<file path="config.mk">
export PLATFORM = sky130hd
export DESIGN_NAME = intersection_scheduler
export DESIGN_NICKNAME = d
export VERILOG_FILES = /design/src/rtl/traffic_pkg.sv /design/src/rtl/sec_timebase.sv /design/src/rtl/intersection_scheduler.sv
export SDC_FILE = /design/constraint.sdc
export NUM_CORES = 1
export LEC_CHECK = 0
export BUFFER_PORTS_ARGS = -buffer_cell sky130_fd_sc_hd__buf_2
export CAP_MARGIN = 20
export CORE_MARGIN = 2
export CORE_UTILIZATION = 49
export CTS_BUF_LIST = sky130_fd_sc_hd__clkbuf_8
export CTS_CLUSTER_SIZE = 10
export DETAILED_ROUTE_END_ITERATION = 6
export PLACE_DENSITY = 0.71
export SETUP_SLACK_MARGIN = 0.2
export SYNTH_ARGS = -nofsm -noshare
export SYNTH_HDL_FRONTEND = slang
export SYNTH_SLANG_ARGS = --single-unit
</file>
<file path="constraint.sdc">
create_clock -name clk -period 2.1 [get_ports clk]
set_input_delay 0.42 -clock clk [delete_from_list [all_inputs] [get_ports clk]]
set_output_delay 0.42 -clock clk [all_outputs]
set_load 0.02 [all_outputs]
</file>
<file path="src/rtl/traffic_pkg.sv">
// traffic_pkg: shared state encoding, approach indices and counter sizing helpers
// for the intersection signal blocks. FLASH exists only when NIGHT_FLASH_EN is defined.
package traffic_pkg;

   typedef enum logic [2:0] {
      A_GREEN,
      A_YELLOW,
      ALLRED_AB,
      B_GREEN,
      B_YELLOW,
      ALLRED_BA
`ifdef NIGHT_FLASH_EN
      , FLASH
`endif
   } state_t;

   localparam logic APP_A = 1'b0;
   localparam logic APP_B = 1'b1;

   function automatic int unsigned max3(input int unsigned a, input int unsigned b,
                                        input int unsigned c);
      int unsigned m;
      m = (a > b) ? a : b;
      return (m > c) ? m : c;
   endfunction

   // Width of a counter holding 0..max_sec-1, never narrower than one bit.
   function automatic int unsigned cnt_width(input int unsigned max_sec);
      return (max_sec > 1) ? $clog2(max_sec) : 1;
   endfunction

endpackage

</file>
<file path="src/rtl/sec_timebase.sv">
// sec_timebase: clk prescaler producing a one-cycle tick per second, plus a
// saturating count of elapsed seconds; both clear synchronously on clear.
module sec_timebase
   import traffic_pkg::*;
#(
   parameter int unsigned TICKS_PER_SEC = 50_000_000,
   parameter int unsigned MAX_SEC       = 10
) (
   input  logic                              clk,
   input  logic                              rst_n,
   input  logic                              clear,
   output logic                              sec_tick,
   output logic [cnt_width(MAX_SEC)-1:0]     sec_cnt
);

   localparam int unsigned PW = $clog2(TICKS_PER_SEC);
   localparam int unsigned CW = cnt_width(MAX_SEC);
   localparam logic [PW-1:0] PRESC_LAST = PW'(TICKS_PER_SEC - 1);
   localparam logic [CW-1:0] CNT_LAST   = CW'(MAX_SEC - 1);

   logic [PW-1:0] presc;

   assign sec_tick = (presc == PRESC_LAST);

   // Saturation keeps open-ended states (night flash) from wrapping the count.
   always_ff @(posedge clk or negedge rst_n) begin
      if (!rst_n) begin
         presc   <= '0;
         sec_cnt <= '0;
      end else if (clear) begin
         presc   <= '0;
         sec_cnt <= '0;
      end else begin
         presc <= sec_tick ? '0 : presc + 1'b1;
         if (sec_tick && (sec_cnt != CNT_LAST))
            sec_cnt <= sec_cnt + 1'b1;
      end
   end

endmodule

</file>
<file path="src/rtl/intersection_scheduler.sv">
// intersection_scheduler: two-approach sequencer with pedestrian latching and a
// priority early green cut. Define NIGHT_FLASH_EN to add night_mode / FLASH.
module intersection_scheduler
   import traffic_pkg::*;
#(
   parameter int unsigned TICKS_PER_SEC  = 50_000_000,
   parameter int unsigned GREEN_SEC      = 10,
   parameter int unsigned YELLOW_SEC     = 1,
   parameter int unsigned ALLRED_SEC     = 1,
   parameter int unsigned MIN_GREEN_SEC  = 3,
   parameter int unsigned START_APPROACH = 0
) (
   input  logic       clk,
   input  logic       rst_n,
   input  logic       ped_req_a,
   input  logic       ped_req_b,
   input  logic       ped_priority,
`ifdef NIGHT_FLASH_EN
   input  logic       night_mode,
`endif
   output logic       red_a,
   output logic       yellow_a,
   output logic       green_a,
   output logic       red_b,
   output logic       yellow_b,
   output logic       green_b,
   output logic       walk_a,
   output logic       walk_b,
   output logic [1:0] ped_pending,
   output logic       sec_tick
);

   localparam int unsigned MAX_SEC = max3(GREEN_SEC, YELLOW_SEC, ALLRED_SEC);
   localparam int unsigned CW      = cnt_width(MAX_SEC);
   localparam logic [CW-1:0] GREEN_LAST  = CW'(GREEN_SEC - 1);
   localparam logic [CW-1:0] YELLOW_LAST = CW'(YELLOW_SEC - 1);
   localparam logic [CW-1:0] ALLRED_LAST = CW'(ALLRED_SEC - 1);
   localparam logic [CW-1:0] MIN_LAST    = CW'(MIN_GREEN_SEC - 1);
   localparam state_t RESET_STATE = (START_APPROACH != 0) ? B_GREEN : A_GREEN;

   state_t        state_q, state_d;
   logic [CW-1:0] sec_cnt;
   logic          tick, trans, enter_a, enter_b, cut_a, cut_b;
   logic [1:0]    pend_q, pend_d;
   logic          served_a_q, served_b_q;
`ifdef NIGHT_FLASH_EN
   logic          flash_on_q;
`endif

   sec_timebase #(.TICKS_PER_SEC(TICKS_PER_SEC), .MAX_SEC(MAX_SEC)) u_timebase (
      .clk     (clk),
      .rst_n   (rst_n),
      .clear   (trans),
      .sec_tick(tick),
      .sec_cnt (sec_cnt)
   );

   assign sec_tick    = tick;
   assign ped_pending = pend_q;
   assign trans       = (state_d != state_q);
   assign enter_a     = trans && (state_d == A_GREEN);
   assign enter_b     = trans && (state_d == B_GREEN);
   assign cut_a       = ped_priority && pend_q[APP_B] && (sec_cnt >= MIN_LAST);
   assign cut_b       = ped_priority && pend_q[APP_A] && (sec_cnt >= MIN_LAST);

   always_comb begin
      state_d = state_q;
      case (state_q)
         A_GREEN:   if (tick && ((sec_cnt == GREEN_LAST) || cut_a)) state_d = A_YELLOW;
         A_YELLOW:  if (tick && (sec_cnt == YELLOW_LAST)) state_d = ALLRED_AB;
         ALLRED_AB: if (tick && (sec_cnt == ALLRED_LAST)) begin
`ifdef NIGHT_FLASH_EN
            state_d = night_mode ? FLASH : B_GREEN;
`else
            state_d = B_GREEN;
`endif
         end
         B_GREEN:   if (tick && ((sec_cnt == GREEN_LAST) || cut_b)) state_d = B_YELLOW;
         B_YELLOW:  if (tick && (sec_cnt == YELLOW_LAST)) state_d = ALLRED_BA;
         ALLRED_BA: if (tick && (sec_cnt == ALLRED_LAST)) begin
`ifdef NIGHT_FLASH_EN
            state_d = night_mode ? FLASH : A_GREEN;
`else
            state_d = A_GREEN;
`endif
         end
`ifdef NIGHT_FLASH_EN
         FLASH:     if (tick && !night_mode) state_d = ALLRED_BA;
`endif
         default:   state_d = RESET_STATE;
      endcase
   end

   // A request arriving on the entry edge survives the clear and is served next round.
   always_comb begin
      pend_d        = pend_q;
      pend_d[APP_A] = ped_req_a | (pend_q[APP_A] & ~enter_a);
      pend_d[APP_B] = ped_req_b | (pend_q[APP_B] & ~enter_b);
   end

   always_ff @(posedge clk or negedge rst_n) begin
      if (!rst_n) begin
         state_q    <= RESET_STATE;
         pend_q     <= '0;
         served_a_q <= 1'b0;
         served_b_q <= 1'b0;
      end else begin
         state_q <= state_d;
         pend_q  <= pend_d;
         if (enter_a)    served_a_q <= pend_q[APP_A];
         else if (trans) served_a_q <= 1'b0;
         if (enter_b)    served_b_q <= pend_q[APP_B];
         else if (trans) served_b_q <= 1'b0;
      end
   end

`ifdef NIGHT_FLASH_EN
   always_ff @(posedge clk or negedge rst_n) begin
      if (!rst_n)
         flash_on_q <= 1'b0;
      else if (trans && (state_d == FLASH))
         flash_on_q <= 1'b1;
      else if ((state_q == FLASH) && tick)
         flash_on_q <= ~flash_on_q;
   end
`endif

   always_comb begin
      red_a    = 1'b0;
      yellow_a = 1'b0;
      green_a  = 1'b0;
      red_b    = 1'b0;
      yellow_b = 1'b0;
      green_b  = 1'b0;
      walk_a   = 1'b0;
      walk_b   = 1'b0;
      case (state_q)
         A_GREEN:  begin green_a  = 1'b1; red_b = 1'b1; walk_a = served_a_q; end
         A_YELLOW: begin yellow_a = 1'b1; red_b = 1'b1; end
         B_GREEN:  begin green_b  = 1'b1; red_a = 1'b1; walk_b = served_b_q; end
         B_YELLOW: begin yellow_b = 1'b1; red_a = 1'b1; end
`ifdef NIGHT_FLASH_EN
         FLASH:    begin yellow_a = flash_on_q; yellow_b = flash_on_q; end
`endif
         default:  begin red_a = 1'b1; red_b = 1'b1; end
      endcase
   end

endmodule
</file>
==> results.md <==
* Outcome: finished clean
* CP Max Fanout at 7
* Root Buffer: clkbuf_8
* Crit Path Class: reg -> reg
* YS warnings at 0
* Sequential share of power at between 50% and 60%
* Leak pwr at 1.14 nW
* Cell row count at 23
* H-tree Lvls at 2
* RSZ-0062 raised after global routing: true
* Max Buffers Root-to-Sink at 2
* Sw Pwr at 0.276 mW
* First-pass GRT wire length at 8.00 mm
* Post-synth EDFFs at 0
* Worst Path Arrival at 2260 ps
* Endpoints failing setup at 0
* Largest net degree at the start of global routing at 38
* Net Count, Synth at 239
* VDD IR max at 0.354 mV
* Routed length per instance at 15.4 um
* Remaining global-route overflow at 0
* Initial antenna violation count at 0
* DRC Markers at 0
* Slew Viols, Final at 0
* Max-Cap Viols at 0
* Startpoint types: register
* Hold Fails Final Rpt at 0
* Slew headroom at 69.0%
* Die ar. at between 0.004 and 0.005 sq mm
* Synth Cell Area at 0.00211 sq mm
* Die Ht at 69.7 um
* Sequential area share after synthesis at 43.8%
* Initial DRC Count at 121
* Largest stage delay, worst path at around 460 ps
* CP max-delay cell: or3_4
* Final Cycle Share at 97.2%
* Post-Synthesis Cells at 229
* Total track usage at 20.4%
* Cell-internal power at ~0.98 mW
* Ys async rst share at 100%
* N_diodes at 0
* F_max at 0.490 GHz
* Vias per inst at 5.65
* Die width at approximately 70 um
* Core Region at 0.00409 sq mm
* FF+latch count, synth at 37
* Clock buffer count from CTS at 5
* Via count at around 1800
* Cell Pwr Density at 443 mW/mm^2
* Buf/Inv on CP at 1
* I/O pins at 16
* Syn Area/Cell at 9.23 sq um
* DP Wirelength at 3.02 mm
* IO buf count at 15
* Crit path time final at about 2000 ps
* Placed cell area at 0.00236 sq mm
* Comb pwr share at 1.8%
* CP cell instances: nor4b_4 -> buf_4 -> nand3_2 -> or3_4 -> or3_1 -> a21oi_2
* CTS tree: yes
* Setup TNS at 0 ps
* Clock network fraction of design power at 41.6%
* Worst Clk Skew at 6.27 ps
* Slew at the pin closest to its max-slew limit at about 460 ps
* Final GP Congestion at ~0.81
* Cell family with most CP delay: simple AND/OR/NAND/NOR gates
* Hold buffers post-CTS at 0
* Layout cells sized above 1 at 37.9%
* Filler cells at just under 300
* Worst-Skew Late Latency at just under 300 ps
* Starting Density at 51.7%
* Number of global-route vias before repair at roughly 1700
* Router iterations before antenna repair at 4
* Clk sinks at 37
* Crit. End Element: register
* Net count, final at 281
* Area delta synth->final at 34.5%
* Worst EP required at 2320 ps
* Ys flop type: dfrtp_1
* Sw frac at 21.9%
* Final non-filler cell area at 0.00284 sq mm
* Yosys cell types at 45
* Hold Path Class: in -> async
* Clk slew on worst S/H paths at approximately 80 ps
* Drt total wl at 4.97 mm
* Antenna Nets Post-Route at 0
## power by group through the flow
stage	clock network (mW)	registers, mW	logic [mW]
floorplan	0	0.727	0.00305
global placement	0	0.727	0.0247
detailed placement	0	0.727	0.0247
CTS	0.534	0.713	0.0249
global route	0.566	0.713	0.0275
finish	0.524	0.713	0.0233
## metrics by stage
step	power (mW)	cells	utilization (%)	setup WS (ps)	hold WS [ps]
5_1_grt	1.31	322	69.5	-14.4	202
3_5_place_dp	0.752	297	57.8	43.7	496
4_1_cts	1.27	315	63.6	104	186
3_3_place_gp	0.752	297	57.8	45.0	497
6_report	1.26	322	69.5	58.2	165
2_1_floorplan	0.730	229	-	155	124
## sequential cells by signal, indices dropped and copies added (netlist names)
signal              flops
u_timebase.presc       26
u_timebase.sec_cnt      4
state_q                 3
ped_pending             2
served_a_q              1
served_b_q              1
## synthesized netlist by cell type, types with 2 or more instances
cell / n / area (sq um)
clkbuf_1: 5 / 18.8
or3_1: 6 / 37.5
o21ai_0: 8 / 40.0
nand3b_1: 2 / 15.0
a21o_1: 2 / 15.0
dfrtp_1: 37 / 926
inv_1: 13 / 48.8
buf_2: 2 / 10.0
nor2b_1: 2 / 12.5
nor2_1: 32 / 120
mux2i_1: 2 / 20.0
ha_1: 5 / 62.6
nand2_1: 14 / 52.6
xor2_1: 5 / 43.8
nor4_1: 6 / 37.5
nor4b_4: 2 / 47.6
and3_2: 2 / 15.0
nand2b_1: 3 / 18.8
a21oi_1: 4 / 20.0
nand3_1: 14 / 70.1
nand4_1: 2 / 12.5
a31oi_1: 4 / 25.0
nor3_1: 12 / 60.1
nor3b_1: 2 / 15.0
and4_1: 5 / 43.8
xnor2_1: 18 / 158
and3_1: 2 / 12.5
## worst register-to-register path, delay by kind of cell (launching register included)
family | cells | cell delay, ps
buffers and inverters | 1 | 170
and+or+nand+nor | 4 | 1250
DFF | 1 | 420
AOI/OAI and AO/OA | 1 | 140
## layout by cell type, fill, tap and decap left out, types with 5 or more instances in the layout
cell type  instances
dfrtp_1           33
buf_4             23
xnor2_1           18
nor2_1            17
buf_2             14
nand2_1           13
inv_1             11
nor2_4            11
nand3_1           10
nor3_1             8
o21ai_0            7
nor4_1             6
clkbuf_8           6
xor2_1             5
## final cells by class
class | instances | area [sq um] | area share (%)
tap | 50 | 62.6 | 2.20
clock buffer | 6 | 82.6 | 2.91
timing repair buffer | 43 | 347 | 12.2
clock inverter | 2 | 13.8 | 0.484
sequential | 37 | 931 | 32.8
multi-input combinational | 171 | 1360 | 47.7
inverter | 13 | 48.8 | 1.72
## kinds of logic after synthesis
logic type      after synthesis  share of synthesized area, %
flops                        37                          43.8
buf+inv                      21                          3.91
simple gates                113                          30.0
xor+xnor                     23                          9.53
fa+ha+maj                     5                          2.96
compound gates               28                          8.88
mux                           2                         0.947
## path summary, 6_finish.rpt
kind                                       from  cells past startpoint  slack (ps)                    end
setup / recovery           u_timebase.presc[10]                      6          60  u_timebase.sec_cnt[3]
hold / removal                            rst_n                      2         170   u_timebase.presc[20]
setup reg to reg           u_timebase.presc[10]                      6          60  u_timebase.sec_cnt[3]
hold reg to reg                      served_b_q                      2         530             served_b_q
max in group asynchronous                 rst_n                      2        1580   u_timebase.presc[10]
min in group clk                      ped_req_a                      2         320         ped_pending[0]
## layer usage
metal	global-route usage [%]	part of all wire [%]
met1	27.8	46
met2	32.9	49
met3	5.23	4.3
met4	4.70	0.87
met5	0	0
## repair_timing
| item | 4_1_cts | 5_1_grt |
|---|---|---|
| setup endpoints to repair | 34 | 38 |
| pin swaps | 9 | 18 |
| setup buffers | 10 | 4 |
| resized for setup | 20 | 37 |
| cloned | 0 | 3 |
Note: power is estimated with default switching activity, not from simulation.
